$ cat config.mk
export PLATFORM = sky130hd
export DESIGN_NAME = cfeb_best_scheduler
export DESIGN_NICKNAME = d
export VERILOG_FILES = /design/src/rtl/csc_sort_pkg.sv /design/src/rtl/cfeb_next_en.sv /design/src/rtl/cfeb_best_scheduler.sv
export SDC_FILE = /design/constraint.sdc
export NUM_CORES = 1
export LEC_CHECK = 0
export ABC_CLOCK_PERIOD_IN_PS = 2600
export CAP_MARGIN = 10
export CORE_ASPECT_RATIO = 0.5
export CORE_UTILIZATION = 51
export DETAILED_ROUTE_END_ITERATION = 7
export GPL_ROUTABILITY_DRIVEN = 0
export PLACE_DENSITY = 0.84
export RECOVER_POWER = 100
export SYNTH_ARGS = -nofsm -noshare
export SYNTH_HDL_FRONTEND = slang
export SYNTH_SLANG_ARGS = --single-unit
$ cat constraint.sdc
create_clock -name clock -period 2.6 [get_ports clock]
set_input_delay 0.39 -clock clock [delete_from_list [all_inputs] [get_ports clock]]
set_output_delay 0.39 -clock clock [all_outputs]
set_load 0.02 [all_outputs]
$ cat src/rtl/csc_sort_pkg.sv
// Shared definitions for the chamber-wide best-pattern scheduler.
//   MXCFEB   number of CFEBs scanned
//   MXCFEBB  CFEB index width
//   MXPATB   pattern width: [6:4] hit count, [3:0] pattern id, lsb = bend direction
//   MXKEYB   1/2-strip key width inside one CFEB
//   MXHSB    chamber 1/2-strip width ({cfeb,key})
package csc_sort_pkg;

  localparam int MXCFEB  = 7;
  localparam int MXCFEBB = 3;
  localparam int MXPATB  = 7;
  localparam int MXKEYB  = 5;
  localparam int MXHSB   = 8;

  typedef enum logic [1:0] {
    ST_IDLE  = 2'd0,
    ST_ISSUE = 2'd1,
    ST_DRAIN = 2'd2,
    ST_DONE  = 2'd3
  } sched_state_e;

  // Quality rank of a pattern: the bend-direction lsb never takes part.
  function automatic logic [MXPATB-2:0] pat_rank(input logic [MXPATB-1:0] pat);
    return pat[MXPATB-1:1];
  endfunction

endpackage

$ cat src/rtl/cfeb_next_en.sv
// Lowest-set-bit finder over the remaining-CFEB mask.
//   mask_i  remaining enabled CFEBs
//   idx_o   index of the lowest set bit (0 when mask_i is empty)
//   any_o   at least one CFEB remains
module cfeb_next_en
  import csc_sort_pkg::*;
(
  input  logic [MXCFEB-1:0]  mask_i,
  output logic [MXCFEBB-1:0] idx_o,
  output logic               any_o
);

  always_comb begin
    idx_o = '0;
    any_o = |mask_i;
    // Scan downward so the lowest set bit is the last one written.
    for (int i = MXCFEB - 1; i >= 0; i--) begin
      if (mask_i[i]) idx_o = MXCFEBB'(i);
    end
  end

endmodule

$ cat src/rtl/cfeb_best_scheduler.sv
// Time-multiplexes one shared best-1-of-32 sorter across the CFEBs of a chamber.
// On start it issues every enabled CFEB to the sorter input mux (ascending, one per
// clock), tracks the best returned pattern across CFEBs and reports the chamber-wide
// best pattern and 1/2-strip with a one-clock done pulse.
//   clock, reset_n           clock, asynchronous active-low reset
//   start, cfeb_en           scan request and CFEB enable mask (latched on accept)
//   sort_sel, sort_vld       sorter input mux select and issue strobe
//   sort_pat, sort_key       sorter result, SORT_LATENCY clocks after issue
//   busy, done               scan in progress / results-valid pulse
//   best_vld, best_pat,
//   best_hs, best_cfeb       chamber best, held until the next accepted start
module cfeb_best_scheduler
  import csc_sort_pkg::*;
#(
  parameter int SORT_LATENCY = 1
) (
  input  logic               clock,
  input  logic               reset_n,
  input  logic               start,
  input  logic [MXCFEB-1:0]  cfeb_en,
  output logic [MXCFEBB-1:0] sort_sel,
  output logic               sort_vld,
  input  logic [MXPATB-1:0]  sort_pat,
  input  logic [MXKEYB-1:0]  sort_key,
  output logic               busy,
  output logic               done,
  output logic               best_vld,
  output logic [MXPATB-1:0]  best_pat,
  output logic [MXHSB-1:0]   best_hs,
  output logic [MXCFEBB-1:0] best_cfeb
);

  sched_state_e state_q, state_d;

  logic [MXCFEB-1:0]  rem_q, rem_d;
  logic [MXCFEBB-1:0] sel_hold_q;
  logic [MXCFEBB-1:0] nxt_idx;
  logic               nxt_any;
  logic               accept;
  logic               issue;
  logic               last_issue;

  logic [SORT_LATENCY-1:0] stage_vld;
  logic [MXCFEBB-1:0]      stage_sel [SORT_LATENCY];
  logic                    ret_vld;
  logic [MXCFEBB-1:0]      ret_sel;
  logic                    drain_last;

  logic [MXPATB-1:0]  acc_pat_q, acc_pat_d;
  logic [MXCFEBB-1:0] acc_cfeb_q, acc_cfeb_d;
  logic [MXKEYB-1:0]  acc_key_q, acc_key_d;

  logic               best_vld_q;
  logic [MXPATB-1:0]  best_pat_q;
  logic [MXHSB-1:0]   best_hs_q;
  logic [MXCFEBB-1:0] best_cfeb_q;

  cfeb_next_en u_next_en (
    .mask_i (rem_q),
    .idx_o  (nxt_idx),
    .any_o  (nxt_any)
  );

  assign accept     = (state_q == ST_IDLE) && start;
  assign issue      = (state_q == ST_ISSUE) && nxt_any;
  assign rem_d      = rem_q & ~(MXCFEB'(1) << nxt_idx);
  assign last_issue = issue && (rem_d == '0);

  // Return pipe: tracks which CFEB each sorter result belongs to.
  for (genvar g = 0; g < SORT_LATENCY; g++) begin : g_ret
    logic               vld_q;
    logic [MXCFEBB-1:0] sel_q;
    logic               vld_in;
    logic [MXCFEBB-1:0] sel_in;

    if (g == 0) begin : g_head
      assign vld_in = sort_vld;
      assign sel_in = sort_sel;
    end else begin : g_tail
      assign vld_in = stage_vld[g-1];
      assign sel_in = stage_sel[g-1];
    end

    always_ff @(posedge clock or negedge reset_n) begin
      if (!reset_n) begin
        vld_q <= 1'b0;
        sel_q <= '0;
      end else begin
        vld_q <= vld_in;
        sel_q <= sel_in;
      end
    end

    assign stage_vld[g] = vld_q;
    assign stage_sel[g] = sel_q;
  end

  assign ret_vld = stage_vld[SORT_LATENCY-1];
  assign ret_sel = stage_sel[SORT_LATENCY-1];

  // The last return is consumed on the coming edge once nothing sits in the
  // earlier stages; an empty pipe (no CFEB enabled) drains in one clock.
  if (SORT_LATENCY == 1) begin : g_drain1
    assign drain_last = 1'b1;
  end else begin : g_drainn
    assign drain_last = ~|stage_vld[SORT_LATENCY-2:0];
  end

  // FSM state register
  always_ff @(posedge clock or negedge reset_n) begin
    if (!reset_n) state_q <= ST_IDLE;
    else          state_q <= state_d;
  end

  // FSM next state
  always_comb begin
    state_d = state_q;
    case (state_q)
      ST_IDLE:  if (start) state_d = (|cfeb_en) ? ST_ISSUE : ST_DRAIN;
      ST_ISSUE: if (last_issue || !nxt_any) state_d = ST_DRAIN;
      ST_DRAIN: if (drain_last) state_d = ST_DONE;
      ST_DONE:  state_d = ST_IDLE;
      default:  state_d = ST_IDLE;
    endcase
  end

  // FSM outputs
  always_comb begin
    sort_vld = issue;
    sort_sel = issue ? nxt_idx : sel_hold_q;
    busy     = (state_q == ST_ISSUE) || (state_q == ST_DRAIN);
    done     = (state_q == ST_DONE);
  end

  // Accumulator: strictly better rank replaces, so ties keep the lower CFEB.
  always_comb begin
    acc_pat_d  = acc_pat_q;
    acc_cfeb_d = acc_cfeb_q;
    acc_key_d  = acc_key_q;
    if (accept) begin
      acc_pat_d  = '0;
      acc_cfeb_d = '0;
      acc_key_d  = '0;
    end else if (ret_vld && (pat_rank(sort_pat) > pat_rank(acc_pat_q))) begin
      acc_pat_d  = sort_pat;
      acc_cfeb_d = ret_sel;
      acc_key_d  = sort_key;
    end
  end

  always_ff @(posedge clock or negedge reset_n) begin
    if (!reset_n) begin
      rem_q       <= '0;
      sel_hold_q  <= '0;
      acc_pat_q   <= '0;
      acc_cfeb_q  <= '0;
      acc_key_q   <= '0;
      best_vld_q  <= 1'b0;
      best_pat_q  <= '0;
      best_hs_q   <= '0;
      best_cfeb_q <= '0;
    end else begin
      acc_pat_q  <= acc_pat_d;
      acc_cfeb_q <= acc_cfeb_d;
      acc_key_q  <= acc_key_d;
      if (accept) begin
        rem_q <= cfeb_en;
      end else if (issue) begin
        rem_q      <= rem_d;
        sel_hold_q <= nxt_idx;
      end
      if (accept) begin
        best_vld_q  <= 1'b0;
        best_pat_q  <= '0;
        best_hs_q   <= '0;
        best_cfeb_q <= '0;
      end else if ((state_q == ST_DRAIN) && drain_last) begin
        // Load from the next-state value so the final return is included.
        best_vld_q  <= |pat_rank(acc_pat_d);
        best_pat_q  <= acc_pat_d;
        best_hs_q   <= {acc_cfeb_d, acc_key_d};
        best_cfeb_q <= acc_cfeb_d;
      end
    end
  end

  assign best_vld  = best_vld_q;
  assign best_pat  = best_pat_q;
  assign best_hs   = best_hs_q;
  assign best_cfeb = best_cfeb_q;

endmodule

==> flow_summary.ini <==
[status]
outcome = complete, no violations

[grt]
grt_start_max_net_pins = 48
antenna_found_initial = 0
grt.busiest_layer = met2
overflow = 0
grt_usage_pct = 23.1
grt_pass1_vias = 1861
grt_use_met1_pct = 30.7
grt_pass1_wl_um = 8780
grt_use_met2_pct = 37.4
grt_util_met3_pct = 5.29

[logic_synthesis]
syn_inst = 234
synth_edf_count = 0
netlist_area_um2 = 2380
syn_nets = 267
synthTopCellsByArea = dfrtp_1 (49%), mux2i_1 (6.3%), ha_1 (5.8%), a21oi_1 (4.4%), o21ai_0 (3.6%)
post-synth-top-count-cell = dfrtp_1
syn_avg_cell_area_um2 = 10.2
yosysTopAreaCell = dfrtp_1
yosys-top-cells-count = dfrtp_1 (47), a21oi_1 (21), nor2_1 (20), nand2_1 (19), o21ai_0 (17)
ys.flop_type = dfrtp_1
synth.distinct_cells = 47
ys_ff_latch = 47
synth_warnings = 0
yosysSeqAreaShare_pct = 49.4
yosysTopAreaCellShare_pct = 49.4
synthArstFlopShare_pct = 100

[timing]
fin_tns_setup_ns = 0
finClkSkew_ns = 0.00543
hold_viol = 0
tightest_slew_ns = 1.13
setup_viol = 0
slew_headroom_pct = 24.9
finalCriticalPeriod_ns = 2.50
rsz0062_at_grt = no
drv_slew = 0
period_share_pct = 96.3
clock.fmax_mhz = 400

[finish]
final_layout_size_suffix_gt1_share_pct = 9.71
final_cell_area_um2 = 2960
nNetsFinal = 310
antenna_cells = 0
syn_to_final_growth_pct = 24.4

[critical_path]
cp-end-kind = primary output
arrival_ns = 2.11
worstSetupEndpoint = sort_sel[0]
path_max_fanout = 10
setup.worst_path.start_class = flip-flop
cp_num_cells = 5
path_class = reg2out
worstRegToRegCells = 8
critical-path-top-delay-family = flip-flops
cp_num_buf_inv = 1
slowest_delay_ns = 0.49
r2r_end = best_pat[5]
crit_slowest_cell = dfrtp_2
critical_path.startpoint = rem_q[1]
worstPathRequired_ns = 2.21
worstReg2RegStart = acc_pat_q[5]
crit_path_cell_trace = nor4_4 > nand2_1 > o21a_1 > mux2_2 > dlygate4sd2_1
reg2reg_slack_ns = 0.34

[floorplanning]
die_y_um = 50.3
core_area_um2 = 4450
ios = 47
die_area_um2 = 4970
dieWidth_um = 98.7
rows = 17
start_util_pct = 53.6

[drt]
viasPerCell = 5.70
dr.pass1.iters = 4
ant_nets = 0
vias = 1908
drt_iter0_drc = 93
wl_per_cell_um = 15.6
wirelength_um = 5230
drc = 0

[clock_tree]
cts_root_buf = clkbuf_8
cts_hold_buf = 0
tritoncts = yes
cts_buffers = 5
cts.path.max_buffers = 2
cts.sinks = 47
clock_latency_ns = 0.30
h-tree-depth = 2
clkTransAtPathRegs_ns = 0.08

[flow_run]
maxCapViolations = 0

[min_path]
min_path_type = in2async

[placement]
hpwl_um = 3720
port_buffers = 46
dpl_cell_area_um2 = 2870

[power]
peakVddDrop_mv = 0.525
power_mw = 3.93
p_per_area_nw_per_um2 = 1330
p_leak_nw = 1.33
-- worst min path at each step --
stage,end,cells after the start
final,best_pat[2],1
after global routing,acc_pat_q[6],1
after CTS,acc_pat_q[6],1
after detailed placement,sel_hold_q[0],1
after global placement,sel_hold_q[1],1
after floorplan,acc_cfeb_q[0],0
-- metal layers --
metal | wire [um] | vias to the layer above
met5 | 0 | -
met3 | 160 | 14
met4 | 102 | 0
met1 | 2420 | 954
li1 | - | 903
met2 | 2540 | 37
-- logic make-up (layout without fill, tap and decap cells) --
| family | after synthesis | after routing | synth area share [%] |
|---|---|---|---|
| mux | 19 | 19 | 8.19 |
| simple gates | 66 | 66 | 13.6 |
| fa+ha+maj | 12 | 12 | 6.25 |
| flops | 47 | 47 | 49.4 |
| buf+inv | 29 | 73 | 5.93 |
| compound gates | 61 | 61 | 16.7 |
-- area by class of cell --
cell class                 count  area [um2]
multi-input combinational    158        1070
inverter                      12        45.0
fill                         331        1480
timing repair buffer          53         494
sequential                    47        1180
tap                           57        71.3
clock buffer                   8         100
-- repair_timing --
| item | 4_1_cts | 5_1_grt |
|---|---|---|
| resized for setup | 5 | 1 |
| setup buffers | 0 | 1 |
| endpoints found under the setup margin | 3 | 2 |
-- layout by cell type (no fill, tap or decap), types with 3 or more instances in the layout --
| cell type | synthesis | final |
|---|---|---|
| dfrtp_1 | 47 | 45 |
| a21oi_1 | 21 | 21 |
| clkdlybuf4s50_1 | 0 | 21 |
| dlygate4sd3_1 | 0 | 21 |
| nor2_1 | 20 | 20 |
| nand2_1 | 19 | 19 |
| o21ai_0 | 17 | 17 |
| mux2i_1 | 15 | 15 |
| inv_1 | 12 | 12 |
| ha_1 | 11 | 11 |
| clkbuf_8 | 0 | 7 |
| nand3_1 | 5 | 5 |
| mux2_2 | 4 | 4 |
| buf_4 | 3 | 4 |
| nor2b_1 | 3 | 3 |
| o21bai_1 | 3 | 3 |
| or3_1 | 3 | 3 |
| nor4_1 | 3 | 3 |
| clkbuf_1 | 9 | 3 |
| dlygate4sd2_1 | 0 | 3 |
-- worst reg2reg max path: stages (launching register included) --
cell      delay, ns
dfrtp_1        0.38
inv_1          0.05
ha_1           0.31
nand4_1        0.12
o21bai_4       0.20
a31oi_4        0.18
clkbuf_2       0.45
mux2i_1        0.34
a21oi_1        0.11
-- power breakdown --
group	leakage, nW	switching, mW	internal [mW]
logic	0.685	1.20	0.897
registers	0.595	0.272	1.08
clock network	0.0515	0.238	0.243
total	1.33	1.71	2.22
-- state kept, by name, summed over array words and instances (netlist names) --
signal       flops
state_q          2
g_ret.vld_q      1
acc_key_q        5
best_hs          8
best_pat         7
acc_cfeb_q       3
acc_pat_q        7
best_vld         1
g_ret.sel_q      3
sel_hold_q       3
rem_q            7
-- per-stage QoR --
stage,setup WS (ns),hold WS [ns],instances,utilization [%]
after floorplan,0.585,0.0944,234,-
after global placement,0.177,0.485,326,64.6
after detailed placement,0.118,0.493,326,64.6
after CTS,0.0252,0.287,334,66.8
after global routing,0.0281,0.412,335,66.6
final,0.0970,0.292,335,66.6
No activity file was read; power rests on OpenSTA's default activity.
